## config.mk

```make
export PLATFORM = sky130hd
export DESIGN_NAME = request_responder
export DESIGN_NICKNAME = d
export VERILOG_FILES = /design/src/rtl/request_responder.sv
export SDC_FILE = /design/constraint.sdc
export NUM_CORES = 1
export LEC_CHECK = 0
export ABC_AREA = 1
export BUFFER_PORTS_ARGS = -buffer_cell sky130_fd_sc_hd__buf_4
export CAP_MARGIN = 20
export CORE_AREA = 2 2 233 235
export CTS_BUF_LIST = sky130_fd_sc_hd__clkbuf_4 sky130_fd_sc_hd__clkbuf_8
export CTS_CLUSTER_DIAMETER = 80
export DETAILED_ROUTE_END_ITERATION = 7
export DIE_AREA = 0 0 235 237
export GPL_TIMING_DRIVEN = 0
export PLACE_DENSITY = 0.58
export SETUP_SLACK_MARGIN = 0.1
export SLEW_MARGIN = 20
export SYNTH_ARGS = -nofsm -noshare
export SYNTH_HDL_FRONTEND = slang
export SYNTH_SLANG_ARGS = --single-unit
```

## constraint.sdc

```tcl
create_clock -name clk -period 2.63 [get_ports clk]
set_input_delay 0.1315 -clock clk [delete_from_list [all_inputs] [get_ports clk]]
set_output_delay 0.1315 -clock clk [all_outputs]
set_load 0.01 [all_outputs]
```

## src/rtl/request_responder.sv

```systemverilog
// request_responder: far end of the row-request AXI-Stream link.
// Accepts single-beat row requests, queues them in a small circular FIFO and
// answers each with a BEATS_PER_ROW-beat response packet (TLAST on the final beat).
// Optional feature macro: ROW_RANGE_CHECK_EN (drop requests with row >= MAX_ROWS).
module request_responder #(
  parameter int REQ_FIFO_DEPTH = 4,
  parameter int BEATS_PER_ROW  = 4,
  parameter int MAX_ROWS       = 128
) (
  input  logic         clk,
  input  logic         reset,
  input  logic [255:0] AXIS_RX_TDATA,
  input  logic         AXIS_RX_TVALID,
  output logic         AXIS_RX_TREADY,
  output logic [255:0] AXIS_TX_TDATA,
  output logic         AXIS_TX_TVALID,
  output logic         AXIS_TX_TLAST,
  input  logic         AXIS_TX_TREADY,
  output logic [31:0]  REQ_COUNT,
  output logic [31:0]  RESP_COUNT,
  output logic [15:0]  ERR_COUNT
);

  localparam int PTR_W = $clog2(REQ_FIFO_DEPTH);
  localparam int CNT_W = PTR_W + 1;
  localparam logic [CNT_W-1:0] FULL_CNT  = CNT_W'(REQ_FIFO_DEPTH);
  localparam logic [7:0]       LAST_BEAT = 8'(BEATS_PER_ROW - 1);

  typedef enum logic {S_IDLE, S_SEND} state_t;

  state_t r_state;
  state_t w_state_next;

  // Queue storage: each entry is {frame[15:0], row[7:0]}
  logic [23:0]      r_mem [REQ_FIFO_DEPTH];
  logic [PTR_W-1:0] r_wr_ptr;
  logic [PTR_W-1:0] r_rd_ptr;
  logic [CNT_W-1:0] r_count;
  logic [CNT_W-1:0] w_count_next;
  logic             r_rx_tready;

  // Packet currently being transmitted
  logic [7:0]  r_row;
  logic [15:0] r_frame;
  logic [7:0]  r_beat;
  logic [31:0] r_seq;
  logic [31:0] r_req_count;
  logic [31:0] r_resp_count;

  logic        w_rx_hs;
  logic        w_row_ok;
  logic        w_push;
  logic        w_empty;
  logic        w_tx_hs;
  logic        w_last_hs;
  logic        w_pop;
  logic [23:0] w_head;
  logic [23:0] w_unused_rx;

  // Only row and frame are carried; the rest of the request word is ignored
  assign w_unused_rx = ^{AXIS_RX_TDATA[255:32], AXIS_RX_TDATA[15:8]} ? 24'd1 : 24'd0;

`ifdef ROW_RANGE_CHECK_EN
  logic [15:0] r_err_count;
  logic        w_drop;

  assign w_row_ok = (32'(AXIS_RX_TDATA[7:0]) < 32'(MAX_ROWS));
  assign w_drop   = w_rx_hs & ~w_row_ok;

  // Out-of-range requests are handshaken but only counted; counter saturates
  always_ff @(posedge clk or negedge reset) begin
    if (!reset) begin
      r_err_count <= '0;
    end else if (w_drop && (r_err_count != 16'hFFFF)) begin
      r_err_count <= r_err_count + 16'd1;
    end
  end

  assign ERR_COUNT = r_err_count;
`else
  logic [31:0] w_unused_max_rows;

  // Range limit only matters when range checking is built in
  assign w_unused_max_rows = 32'(MAX_ROWS);
  assign w_row_ok  = 1'b1;
  assign ERR_COUNT = '0;
`endif

  assign w_rx_hs      = AXIS_RX_TVALID & r_rx_tready;
  assign w_push       = w_rx_hs & w_row_ok;
  assign w_empty      = (r_count == '0);
  assign w_tx_hs      = (r_state == S_SEND) & AXIS_TX_TREADY;
  assign w_last_hs    = w_tx_hs & (r_beat == LAST_BEAT);
  // Pop from IDLE, or on the final beat handshake for zero-bubble back-to-back packets
  assign w_pop        = ~w_empty & ((r_state == S_IDLE) | w_last_hs);
  assign w_head       = r_mem[r_rd_ptr];
  assign w_count_next = r_count + CNT_W'(w_push) - CNT_W'(w_pop);

  // Queue storage write port (no reset needed, occupancy tracks validity)
  always_ff @(posedge clk) begin
    if (w_push) begin
      r_mem[r_wr_ptr] <= {AXIS_RX_TDATA[31:16], AXIS_RX_TDATA[7:0]};
    end
  end

  // Queue pointers, occupancy and registered ready (not full next cycle)
  always_ff @(posedge clk or negedge reset) begin
    if (!reset) begin
      r_wr_ptr    <= '0;
      r_rd_ptr    <= '0;
      r_count     <= '0;
      r_rx_tready <= 1'b0;
    end else begin
      if (w_push) r_wr_ptr <= r_wr_ptr + PTR_W'(1);
      if (w_pop)  r_rd_ptr <= r_rd_ptr + PTR_W'(1);
      r_count     <= w_count_next;
      r_rx_tready <= (w_count_next != FULL_CNT);
    end
  end

  // TX FSM state register
  always_ff @(posedge clk or negedge reset) begin
    if (!reset) begin
      r_state <= S_IDLE;
    end else begin
      r_state <= w_state_next;
    end
  end

  // TX FSM next state: leave SEND only when the last beat goes and nothing is queued
  always_comb begin
    w_state_next = r_state;
    case (r_state)
      S_IDLE: if (!w_empty) w_state_next = S_SEND;
      S_SEND: if (w_last_hs && w_empty) w_state_next = S_IDLE;
      default: w_state_next = S_IDLE;
    endcase
  end

  // TX FSM outputs: valid for the whole SEND state, last on the final beat index
  always_comb begin
    AXIS_TX_TVALID = 1'b0;
    AXIS_TX_TLAST  = 1'b0;
    if (r_state == S_SEND) begin
      AXIS_TX_TVALID = 1'b1;
      AXIS_TX_TLAST  = (r_beat == LAST_BEAT);
    end
  end

  // Packet datapath: latch a new request on pop, advance beat index on handshake
  always_ff @(posedge clk or negedge reset) begin
    if (!reset) begin
      r_row   <= '0;
      r_frame <= '0;
      r_beat  <= '0;
      r_seq   <= '0;
    end else if (w_pop) begin
      r_row   <= w_head[7:0];
      r_frame <= w_head[23:8];
      r_beat  <= '0;
      // Back-to-back start sees the response count after the finishing packet
      r_seq   <= r_resp_count + (w_last_hs ? 32'd1 : 32'd0);
    end else if (w_tx_hs && !w_last_hs) begin
      r_beat  <= r_beat + 8'd1;
    end
  end

  // Request / response counters, wrapping at all-ones
  always_ff @(posedge clk or negedge reset) begin
    if (!reset) begin
      r_req_count  <= '0;
      r_resp_count <= '0;
    end else begin
      if (w_push)    r_req_count  <= r_req_count + 32'd1;
      if (w_last_hs) r_resp_count <= r_resp_count + 32'd1;
    end
  end

  assign AXIS_RX_TREADY = r_rx_tready;
  assign REQ_COUNT      = r_req_count;
  assign RESP_COUNT     = r_resp_count;

  // Beat format: row, beat index, frame, sequence, then six {frame,row,beat} words
  assign AXIS_TX_TDATA[7:0]   = r_row;
  assign AXIS_TX_TDATA[15:8]  = r_beat;
  assign AXIS_TX_TDATA[31:16] = r_frame;
  assign AXIS_TX_TDATA[63:32] = r_seq;
  for (genvar gi = 0; gi < 6; gi++) begin : g_rep_word
    assign AXIS_TX_TDATA[64 + 32*gi +: 32] = {r_frame, r_row, r_beat};
  end

endmodule

```

# Yosys cells after proc, flatten, opt, wreduce, memory -nomap -nowiden
# Memory sizes are Yosys's and may differ from the RTL's. A register that Yosys moved wholly into a read port is not among the register bits.
# Index checks and enable logic that the tools add are counted.
[op_classes] muxes=10 bitwise_logic=7 n_reduce_logical=6 addsub=8 eq_ne=2
[op_table] cell="$add 32x1->32 const B" n=2
[op_table] cell="$add 32x1->32" n=1
[op_table] cell="$mux 8" n=2
[op_table] cell="$add 8x1->8 const B" n=1
[op_table] cell="$eq 8x2->1 const B" n=1
[op_table] cell="$mux 1" n=7
[op_table] cell="$add 2x1->2 const B" n=2
[op_table] cell="$and 1x1->1" n=4
[op_table] cell="$add 3x1->3" n=1
[op_table] cell="$logic_not 3->1" n=1
[op_table] cell="$ne 3x3->1 const B" n=1
[op_table] cell="$sub 3x1->3" n=1
[op_table] cell="$logic_and 1x1->1" n=2
[op_table] cell="$logic_not 1->1" n=2
[op_table] cell="$not 1->1" n=2
[op_table] cell="$pmux 1 s2" n=1
[op_table] cell="$reduce_bool 2->1" n=1
[op_table] cell="$or 1x1->1" n=1
[totals] out_inout_bits=339 n_memories=1 ramBits=96 wordCells=43 regBits=113 in_bits=260
[memory_table] memory="r_mem" words=4 width=24 read_ports=1 rd_clocked_by_memory_dff=1 write_ports=1 line_no="35" rtl="logic [23:0] r_mem [REQ_FIFO_DEPTH];"

# Logic depth before layout (Yosys ltp)
# Gate-level depths: netlist (run 1).
[depth] word_depth=6 mapped_depth=16 depth_no_buf=15

# Worst setup path after synthesis (run 1)
# Ideal clock, no wire load.
[synth_timing] path_type="reg2reg" start="register r_beat[0]" end="register r_seq[28]" period_less_slack_ns=2.721 setup_ns=0.117 path_buffers=1 required_ns=2.513 setup_slack_ns=-0.091 arrival_time_ns=2.604 path_stages_with_launch=16 path_cell_list="dfrtp_1 -> ha_1 -> nand2_1 -> nor2_4 -> nand2_2 -> buf_2 -> inv_1 -> ha_1 -> ha_1 -> nand3_1 -> inv_1 -> nand2_1 -> nor2_1 -> nand3_1 -> nand3_1 -> nand2_1"
[synth_via] elab_chain_len=4 word_cells_on_any_way=6 classes_between="add/sub (1); eq/ne (1); mux (1); bitwise (3)"
[synth_rtl] element="start, declared" line_no="45" rtl="logic [7:0] r_beat;"
[synth_rtl] element="start signal, assigned" line_no="164" rtl="r_beat <= r_beat + 8'd1;"
[synth_rtl] element="$eq 8x2->1 (*)" line_no="93" rtl="assign w_last_hs = w_tx_hs & (r_beat == LAST_BEAT);"
[synth_rtl] element="$and 1x1->1 (*)" line_no="93"
[synth_rtl] element="net w_last_hs" line_no="55" rtl="logic w_last_hs;"
[synth_rtl] element="$mux 1 / $or 1x1->1 (equally long branches)" line_no="162, 95"
[synth_rtl] element="$add 32x1->32 / $and 1x1->1 (equally long branches)" line_no="162, 95"
[synth_rtl] element="end signal, assigned" line_no="162" rtl="r_seq <= r_resp_count + (w_last_hs ? 32'd1 : 32'd0);"
[synth_rtl] element="end, declared" line_no="46" rtl="logic [31:0] r_seq;"
# The timed path passes the listed nets; every way through them passes the cells marked *.
# A chain may end at the register's enable or synchronous reset.

# Worst setup path after layout (run 1)
[layout_timing] start="register r_beat[1]" end="register r_count[2]"
[layout_via] elab_chain_len=5
[layout_rtl] element="$eq 8x2->1" line_no="93"
[layout_rtl] element="$and 1x1->1" line_no="93"
[layout_rtl] element="$or 1x1->1" line_no="95" rtl="assign w_pop = ~w_empty & ((r_state == S_IDLE) | w_last_hs);"
[layout_rtl] element="$and 1x1->1" line_no="95"
[layout_rtl] element="$sub 3x1->3" line_no="97" rtl="assign w_count_next = r_count + CNT_W'(w_push) - CNT_W'(w_pop);"
[layout_rtl] element="net w_count_next[2]" line_no="39" rtl="logic [CNT_W-1:0] w_count_next;"
[layout_rtl] element="end signal, assigned" line_no="116" rtl="r_count <= w_count_next;"
[layout_rtl] element="end, declared" line_no="38" rtl="logic [CNT_W-1:0] r_count;"
# The timed path passes the listed nets, and every way through them passes these cells.

==> flow_summary.ini, run 1 <==
[floorplanning]
row_count = 85
initial_utilization_pct = 22.9
die_x_um = 235
die-area_sq_mm = 0.0557
die_h_um = 237
io_pins = 599
core-area_sq_mm = 0.0533

[clocking]
clockRootBuffer = clkbuf_8
clkSlewWorstSetupHoldPaths_ns = 0.06
cts.sinks = 233
tritoncts = done
cts_buffer_depth = 3
h-tree-depth = 2
cts_buffers = 43
clkLatencyLatePin_ns = 0.58

[place]
io_buffers = 350
place_congestion = 0.895
dp_hpwl_um = 28000
placed_cell_area_sq_mm = 0.0159

[sta]
fmax_mhz = 411
setup_tns_ns = 0
slew_headroom_pct = 56.9
worst_hold_slack_ns = 0.102
hold_viol_final = 0
skew_ns = 0.0124
period_needed_ns = 2.43
rsz0062_at_grt = true
tightest_slew_ns = 0.647
fin_crit_sh_pct = 92.5
maxSlewViolCount = 0
setup_violations = 0

[synth]
synth_common_cells = 384 x nand2_1, 210 x buf_4, 138 x nor2_1
synthArstFlopShare_pct = 58.8
synth_area_sq_mm = 0.0122
synthTopCellsByArea = dfrtp_1 28%, edfxtp_1 24%, buf_4 13%, nand2_1 12%, nor2_1 4.2%
synth_ff_type = dfrtp_1
syn_avg_cell_area_sq_um = 9.04
ys_ff_latch = 233
yosysMostFrequentCell = nand2_1
syn_inst = 1352
yosysUniqueCellTypes = 32
synth-edff-count = 96
yosys.area.top_type = dfrtp_1
synth_top_cell_area_share_pct = 28.1
yosys_warnings = 0
seq_area_frac_synth_pct = 51.7

[detailed_routing]
via_per_inst = 4.08
routedWlPerCell_um = 15.0
antenna_left = 0
wirelength_um = 38200
drtIter0Drc = 473
vias = 10300
first_pass_iters = 5
route.detailed.drc = 0

[setup_path]
path_cells = ha_4 -> nand2_2 -> nor2_4 -> nand2_4 -> nand2_4 -> nand2_4 -> buf_12 -> xor2_2 -> ha_2 -> inv_1 -> fa_2 -> xnor2_2 -> xnor2_2 -> buf_4
endpoint_kind = flop
arrival_ns = 2.90
r2r_cells = 14
worst-path-stages = 14
rrSetupSlack_ns = 0.20
worstSetupPathType = flop to flop
cp.required_ns = 3.10
rr_endpoint = r_count[2]
cp.buffers_inverters = 3
max_stage_delay_ns = 0.39
cp_top_family = adder cells
path_common_cell = nand2_4
slowest_stage = dfrtp_2
setup.worst_path.start_class = flop
path_max_fanout = 5
worstReg2RegStart = r_beat[1]

[layout]
antenna_cells = 0
nets = 2079
fill_cells = 5529
layout-drive-gt1-share_pct = 39.2
seq_area_sq_mm = 0.00632
stdcell_area_sq_mm = 0.0174
multiInputGateArea_sq_mm = 0.00410
area_delta_synth_final_pct = 42.7

[job]
drv_cap = 0

[global_routing]
antenna_found_initial = 0
grt.total_usage_pct = 13.4
use_met3_pct = 3.85
grt.busiest_layer = met2
grt_max_degree = 84
grt_pass1_vias = 10100
grt_overflow = 0
grt_pass1_wl_um = 58500
globalRouteMet1Util_pct = 17.1
met2_usage_pct = 22.0

[status]
outcome = finished, final reports clean

[power_and_ir_drop]
irDropWorstVdd_mv = 0.316
leakage_nw = 8.58
power_density_mw_per_mm2 = 765

[hold_path]
hp-class = primary input to asynchronous set/reset pin
power breakdown:
part	switching [W]	internal (W)	total (W)
sequential	0.000427	0.00439	0.00481
clock	0.00155	0.00214	0.00369
combinational	0.00222	0.00259	0.00482
stage by stage:
| step | cells | worst slack, ns | utilization (%) | total power (W) |
|---|---|---|---|---|
| floorplan | 1367 | 0.108 | - | 0.00729 |
| global placement | 2413 | -0.844 | 29.6 | 0.00926 |
| detailed placement | 2418 | -0.855 | 29.9 | 0.00948 |
| CTS | 2535 | 0.113 | 32.6 | 0.0135 |
| global route | 2537 | 0.0647 | 32.7 | 0.0141 |
| finish | 2537 | 0.196 | 32.7 | 0.0133 |
how the worst max path moves through the flow:
stage                         from        endpoint  slack [ns]
floorplan                r_beat[0]       r_seq[28]        0.11
global route             r_beat[2]  AXIS_RX_TREADY        0.06
finish                   r_beat[1]      r_count[2]        0.20
global placement    AXIS_RX_TREADY     r_mem[1][5]       -0.84
CTS                      r_beat[4]       r_seq[12]        0.11
detailed placement       r_beat[0]       r_seq[12]       -0.86
cell families after synthesis:
kind of cell / after synthesis / synth area share, %
AO/OA/AOI/OAI: 68 / 3.12
adder cells (fa/ha/maj): 11 / 1.19
multiplexers: 24 / 1.97
flip-flops: 233 / 51.7
other: 1 / 0.0307
buffers and inverters: 321 / 16.7
AND/OR/NAND/NOR: 640 / 21.4
XOR/XNOR: 54 / 3.87
final cells by class:
type                       count  area share [%]
buffer                       236            10.0
clock buffer                  71            4.89
clock inverter                 7           0.373
inverter                      85            1.86
multi-input combinational    813            23.5
sequential                   233            36.3
tap                          696            5.00
timing repair buffer         396            18.1
sequential cells by signal (all words and copies together), names as in the netlist:
signal          flops
r_rd_ptr            2
AXIS_RX_TREADY      1
r_beat              8
r_mem              96
r_state             1
r_count             3
r_row               8
r_wr_ptr            2
RESP_COUNT         32
r_frame            16
REQ_COUNT          32
r_seq              32
what timing repair did:
action | CTS | global route
setup endpoints to repair | 33 | 14
hold endpoints to repair | 235 | 0
pin swaps | 9 | 6
hold buffers | 26 | 0
cloned | 0 | 0
setup buffers | 13 | 2
resized for setup | 36 | 10
layout by cell type, fill, tap and decap left out, types with 17 or more instances in the layout:
cell type,synthesis,layout
buf_4,210,574
clkbuf_4,0,21
clkbuf_8,0,51
dfrtp_1,137,128
dlygate4sd3_1,0,26
edfxtp_1,96,96
inv_1,83,81
mux2i_1,24,24
nand2_1,384,379
nand3_1,74,73
nor2_1,138,130
o21ai_0,29,29
o22ai_1,24,24
xnor2_1,19,17
xor2_1,35,33
layer usage:
| metal | share of wire, % | vias to the layer above |
|---|---|---|
| met3 | 7.9 | 43 |
| li1 | - | 5039 |
| met1 | 44 | 4894 |
| met4 | 1.6 | 0 |
| met2 | 46 | 367 |
| met5 | 0 | - |
No activity file was read; power rests on OpenSTA's default activity.
==> run 2: changes to the inputs <==
--- a/config.mk
+++ b/config.mk
@@ -8,13 +8,13 @@
 export ABC_AREA = 1
 export BUFFER_PORTS_ARGS = -buffer_cell sky130_fd_sc_hd__buf_4
 export CAP_MARGIN = 20
-export CORE_AREA = 2 2 233 235
+export CORE_AREA = 2 2 230 232
 export CTS_BUF_LIST = sky130_fd_sc_hd__clkbuf_4 sky130_fd_sc_hd__clkbuf_8
 export CTS_CLUSTER_DIAMETER = 80
 export DETAILED_ROUTE_END_ITERATION = 7
-export DIE_AREA = 0 0 235 237
+export DIE_AREA = 0 0 232 234
 export GPL_TIMING_DRIVEN = 0
-export PLACE_DENSITY = 0.58
+export PLACE_DENSITY = 0.59
 export SETUP_SLACK_MARGIN = 0.1
 export SLEW_MARGIN = 20
 export SYNTH_ARGS = -nofsm -noshare
==> run 2 against run 1 <==
- power down 0.88%
- combinational power down 0.8%
- final cell count up 0.12%
- register-to-register slack better by 0.03 ns
- routed wire length down 0.72%
- critical path depth down 1
- maximum frequency up 1.2%
- clock skew up 0.0099 ns
- global-route usage about the same
- sequential share of layout area down 0.12 points
- design area up 0.32%
- sequential power about the same
- largest cell class unchanged
==> flow_summary.ini, run 2 (synthesized netlist as in run 1, its figures left out) <==
[setup_path]
r2r_cells = 13
worstSetupPathType = flop to flop
cp.required_ns = 3.15
cp_top_family = simple AND/OR/NAND/NOR gates
arrival_ns = 2.93
slowest_stage = dfrtp_2
setup.worst_path.start_class = flop
max_stage_delay_ns = 0.46
worstReg2RegStart = r_state
rrSetupSlack_ns = 0.23
endpoint_kind = flop
rr_endpoint = r_seq[13]
path_cells = nand2_1 -> inv_2 -> nand2_4 -> buf_6 -> inv_6 -> ha_4 -> inv_1 -> nor2_2 -> nand2_1 -> nor2_4 -> xor2_1 -> nand2_1 -> nand2_1
path_common_cell = nand2_1
path_max_fanout = 10
cp.buffers_inverters = 4

[place]
io_buffers = 350
place_congestion = 0.862
preCtsSetupSlack_ns = -0.809
dp_hpwl_um = 27600
dp.cells = 2410

[sta]
setup_tns_ns = 0
setup_violations = 0
skew_ns = 0.0223
rsz0062_at_grt = true
fmax_mhz = 416
slew_headroom_pct = 55.9
hold_viol_final = 0
fin_crit_sh_pct = 91.4
maxSlewViolCount = 0
period_needed_ns = 2.40
setup_ws_ns = 0.225
worst_hold_slack_ns = 0.0987
tightest_slew_ns = 0.662

[clocking]
clkSlewWorstSetupHoldPaths_ns = 0.07
cts_buffer_depth = 3
cts_buffers = 43
h-tree-depth = 2
clkLatencyLatePin_ns = 0.60
cts.sinks = 233
tritoncts = done
clockRootBuffer = clkbuf_8

[floorplanning]
io_pins = 599
core-area_sq_mm = 0.0520
die-area_sq_mm = 0.0543
die_h_um = 234
row_count = 84
initial_utilization_pct = 23.5
die_x_um = 232

[layout]
final_cell_mix = 583 x buf_4, 379 x nand2_1, 129 x nor2_1
final-instance-count-excl-fill = 2540
largest_reg_flops = 96
nets = 2087
area_delta_synth_final_pct = 43.1
regMostFlops = r_mem
layout_commonest_cell = buf_4
layout-drive-gt1-share_pct = 39.6
utilization_pct = 33.6

[global_routing]
grt_overflow = 0
grt.total_usage_pct = 13.4
grt_pass1_vias = 9693
antenna_found_initial = 2
grt_pass1_wl_um = 56200
grt_max_degree = 87

[power_and_ir_drop]
leakage_nw = 8.62
irDropWorstVdd_mv = 0.395
power_density_mw_per_mm2 = 755

[detailed_routing]
antenna_left = 0
first_pass_iters = 5
route.detailed.drc = 0
routedWlPerCell_um = 14.9
drtIter0Drc = 455
wirelength_um = 37900
via_per_inst = 4.06
vias = 10300

[job]
drv_cap = 0

[hold_path]
hp-class = primary input to asynchronous set/reset pin

[status]
outcome = finished, final reports clean
==> run 2: cell count changes in the layout (fill, tap and decap cells not counted), moves of 2 or more <==
cell and change:
clkbuf_8 -2, buf_12 -2, clkinv_8 +2, clkbuf_4 -2, buf_4 +9, clkinv_1 +2, clkinv_2 +2
==> run 2: cell type report <==
| type | instances | area, sq um |
|---|---|---|
| diodes | 1 | 2.50 |
| plain buffers | 236 | 1750 |
| clock buffers | 67 | 810 |
| clock inverters | 13 | 96.3 |
| fillers | 5302 | 34500 |
| inverters | 85 | 324 |
| multi-input cells | 813 | 4120 |
| flip-flops and latches | 233 | 6320 |
| well taps | 688 | 861 |
| repair buffers | 404 | 3210 |
==> run 2: through the flow <==
stage	total power [W]	cell area, sq um
2_1_floorplan	0.00729	12300
3_3_place_gp	0.00926	15800
3_5_place_dp	0.00947	15900
4_1_cts	0.0134	17400
5_1_grt	0.0140	17500
6_report	0.0132	17500
==> run 2: how the worst max path moves through the flow <==
| stage | from | to | slack (ns) | depth (start not counted) |
|---|---|---|---|---|
| after CTS | r_beat[7] | r_seq[12] | 0.1 | 15 |
| after global placement | AXIS_RX_TREADY | r_mem[0][3] | -0.86 | 3 |
| after global routing | r_beat[2] | r_seq[12] | 0.09 | 15 |
| final | r_state | r_seq[13] | 0.23 | 13 |
| after floorplan | r_beat[0] | r_seq[28] | 0.11 | 15 |
| after detailed placement | r_beat[0] | r_seq[12] | -0.81 | 15 |
==> run 2: layer usage <==
metal	GRT usage (%)	share of wire, %	vias to the layer above
li1	-	-	5057
met1	17.3	44	4825
met5	0	0.034	-
met2	21.8	46	388
met3	3.78	8.2	47
met4	3.65	1.5	2
==> run 2: timing repair <==
| action | 4_1_cts | 5_1_grt |
|---|---|---|
| gates resized for setup | 41 | 9 |
| gates cloned | 0 | 0 |
| hold endpoints to repair | 214 | 0 |
| endpoints found under the setup margin | 33 | 16 |
| pin swaps | 9 | 8 |
| hold buffers | 26 | 0 |
| setup buffers | 19 | 4 |
==> run 2: report_power, final <==
part           total, W  internal [W]  switching (W)
sequential      0.00482       0.00439       0.000429
clock           0.00361       0.00199        0.00162
combinational   0.00478       0.00258        0.00220
total            0.0132       0.00895        0.00425
==> run 2: worst register-to-register path: cells and delay by family, from the launching register on <==
family	cells	cell delay [ns]
buffers and inverters	4	0.51
AND/OR/NAND/NOR	7	1.01
flip-flops	1	0.46
XOR/XNOR	1	0.17
adder cells (fa/ha/maj)	1	0.17
==> run 3: changes to the inputs <==
==> constraint.sdc (replaced) <==
create_clock -name clk -period 2.63 [get_ports clk]
set_input_delay 0.526 -clock clk [delete_from_list [all_inputs] [get_ports clk]]
set_output_delay 0.526 -clock clk [all_outputs]
set_load 0.01 [all_outputs]
==> run 3 against run 2 <==
- first-iteration DRC count rose by 0.22%
- design area fell by 1.4%
- clock-buffer cell count is the same
- via count down 1.2%
- power decreased by 0.29%
- worst setup slack gained 0.0010 ns
- largest power group unchanged
==> flow_summary.ini, run 3 (synthesized netlist as in run 1, its figures left out) <==
[setup_path]
cp_top_family = simple AND/OR/NAND/NOR gates
max_stage_delay_ns = 0.46
worstReg2RegStart = r_state
path_cells = nand2_1 -> inv_2 -> nand2_4 -> buf_6 -> inv_6 -> ha_4 -> ha_4 -> nand3_4 -> inv_2 -> nand2_4 -> nor2_4 -> xor2_4 -> nand2_1 -> nand2_1
path_max_fanout = 10
cp.buffers_inverters = 4
worstSetupPathType = flop to flop
arrival_ns = 2.92
r2r_cells = 14
rrSetupSlack_ns = 0.23
slowest_stage = dfrtp_2
endpoint_kind = flop
path_common_cell = nand2_1
rr_endpoint = r_seq[12]
cp.required_ns = 3.15
setup.worst_path.start_class = flop

[sta]
setup_violations = 0
setup_tns_ns = 0
maxSlewViolCount = 0
skew_ns = 0.0250
rsz0062_at_grt = true
hold_viol_final = 0
fin_crit_sh_pct = 91.4
tightest_slew_ns = 0.658
setup_ws_ns = 0.226
fmax_mhz = 416
period_needed_ns = 2.40
slew_headroom_pct = 56.2

[layout]
nets = 2062
antenna_cells = 0
regMostFlops = r_mem
largest_reg_flops = 96
final-instance-count-excl-fill = 2514
layout-drive-gt1-share_pct = 40.1
layout_commonest_cell = buf_4
area_delta_synth_final_pct = 41.1
final_cell_mix = 583 x buf_4, 379 x nand2_1, 129 x nor2_1
utilization_pct = 33.1
fill_cells = 5313

[hold_path]
timing.hold.worst_endpoint = r_mem[2][16]
hp-class = primary input to flop
hold_depth = 1
worstHoldStart = AXIS_RX_TDATA[24]

[power_and_ir_drop]
irDropWorstVdd_mv = 0.395
power_density_mw_per_mm2 = 764
leakage_nw = 8.52
p_total_w = 0.0132

[floorplanning]
core-area_sq_mm = 0.0520
die_h_um = 234
row_count = 84
die-area_sq_mm = 0.0543
initial_utilization_pct = 23.5
die_x_um = 232
io_pins = 599

[clocking]
clkLatencyLatePin_ns = 0.60
h-tree-depth = 2
tritoncts = done
clkSlewWorstSetupHoldPaths_ns = 0.06
cts_buffers = 43
cts.sinks = 233
cts_buffer_depth = 3
clockRootBuffer = clkbuf_8

[place]
dp_hpwl_um = 27600
dp.cells = 2410
place_congestion = 0.862
io_buffers = 350
preCtsSetupSlack_ns = -0.809

[detailed_routing]
drtIter0Drc = 456
routedWlPerCell_um = 15.0
first_pass_iters = 5
antenna_left = 0
via_per_inst = 4.06
vias = 10200
wirelength_um = 37700
route.detailed.drc = 0

[status]
outcome = finished, final reports clean

[global_routing]
grt.total_usage_pct = 13.3
grt_pass1_vias = 9568
grt_pass1_wl_um = 55800
grt_overflow = 0
grt_max_degree = 87
antenna_found_initial = 1

[job]
drv_cap = 0
[run 3: changes by cell type in the layout (fill, tap and decap cells not counted)]
cell and change:
dlygate4sd3_1 -25, diode_2 -1
[run 3: timing repair]
item                       in CTS  in global routing
setup buffers                  19                  4
hold buffers                    1                  0
pin swaps                       9                  8
setup endpoints to repair      33                 16
resized for setup              41                  9
hold endpoints to repair       51                  0
[run 3: metrics by stage]
step	cell area, sq um	hold slack [ns]
after detailed placement	15900	0.467
after global placement	15800	0.471
final	17200	0.136
after CTS	17200	0.0787
after global routing	17200	0.0815
after floorplan	12300	0.230
[run 3: worst max path at each step]
stage              startpoint          end  slack [ns]  depth (start not counted)
2_1_floorplan       r_beat[0]    r_seq[28]        0.11                         15
3_3_place_gp   AXIS_RX_TVALID  r_mem[0][3]       -1.05                          4
3_5_place_dp        r_beat[0]    r_seq[12]       -0.81                         15
4_1_cts             r_beat[7]    r_seq[12]         0.1                         15
5_1_grt             r_beat[2]    r_seq[12]        0.08                         15
6_report              r_state    r_seq[12]        0.23                         14
[run 3: power by group]
group	leakage (nW)	internal, W	switching (W)	total (W)
combinational	5.39	0.00255	0.00219	0.00474
clock	0.483	0.00199	0.00162	0.00361
sequential	2.64	0.00439	0.000428	0.00481
[run 3: layout make-up]
cell class                 instances  area (sq um)  area share (%)
buffer                           236          1750            10.1
clock buffer                      67           810            4.70
clock inverter                    13          96.3           0.559
inverter                          85           324            1.88
multi-input combinational        813          4120            23.9
sequential                       233          6320            36.7
tap                              688           861            5.00
timing repair buffer             379          2960            17.2
[run 3: metal layers]
layer | routed length (um) | vias to the layer above | global-route usage, % | part of all wire, %
li1 | - | 5000 | - | -
met1 | 16500 | 4740 | 17.2 | 44
met2 | 17400 | 402 | 21.7 | 46
met3 | 3250 | 51 | 3.82 | 8.6
met4 | 608 | 2 | 3.65 | 1.6
met5 | 17 | - | 0 | 0.045
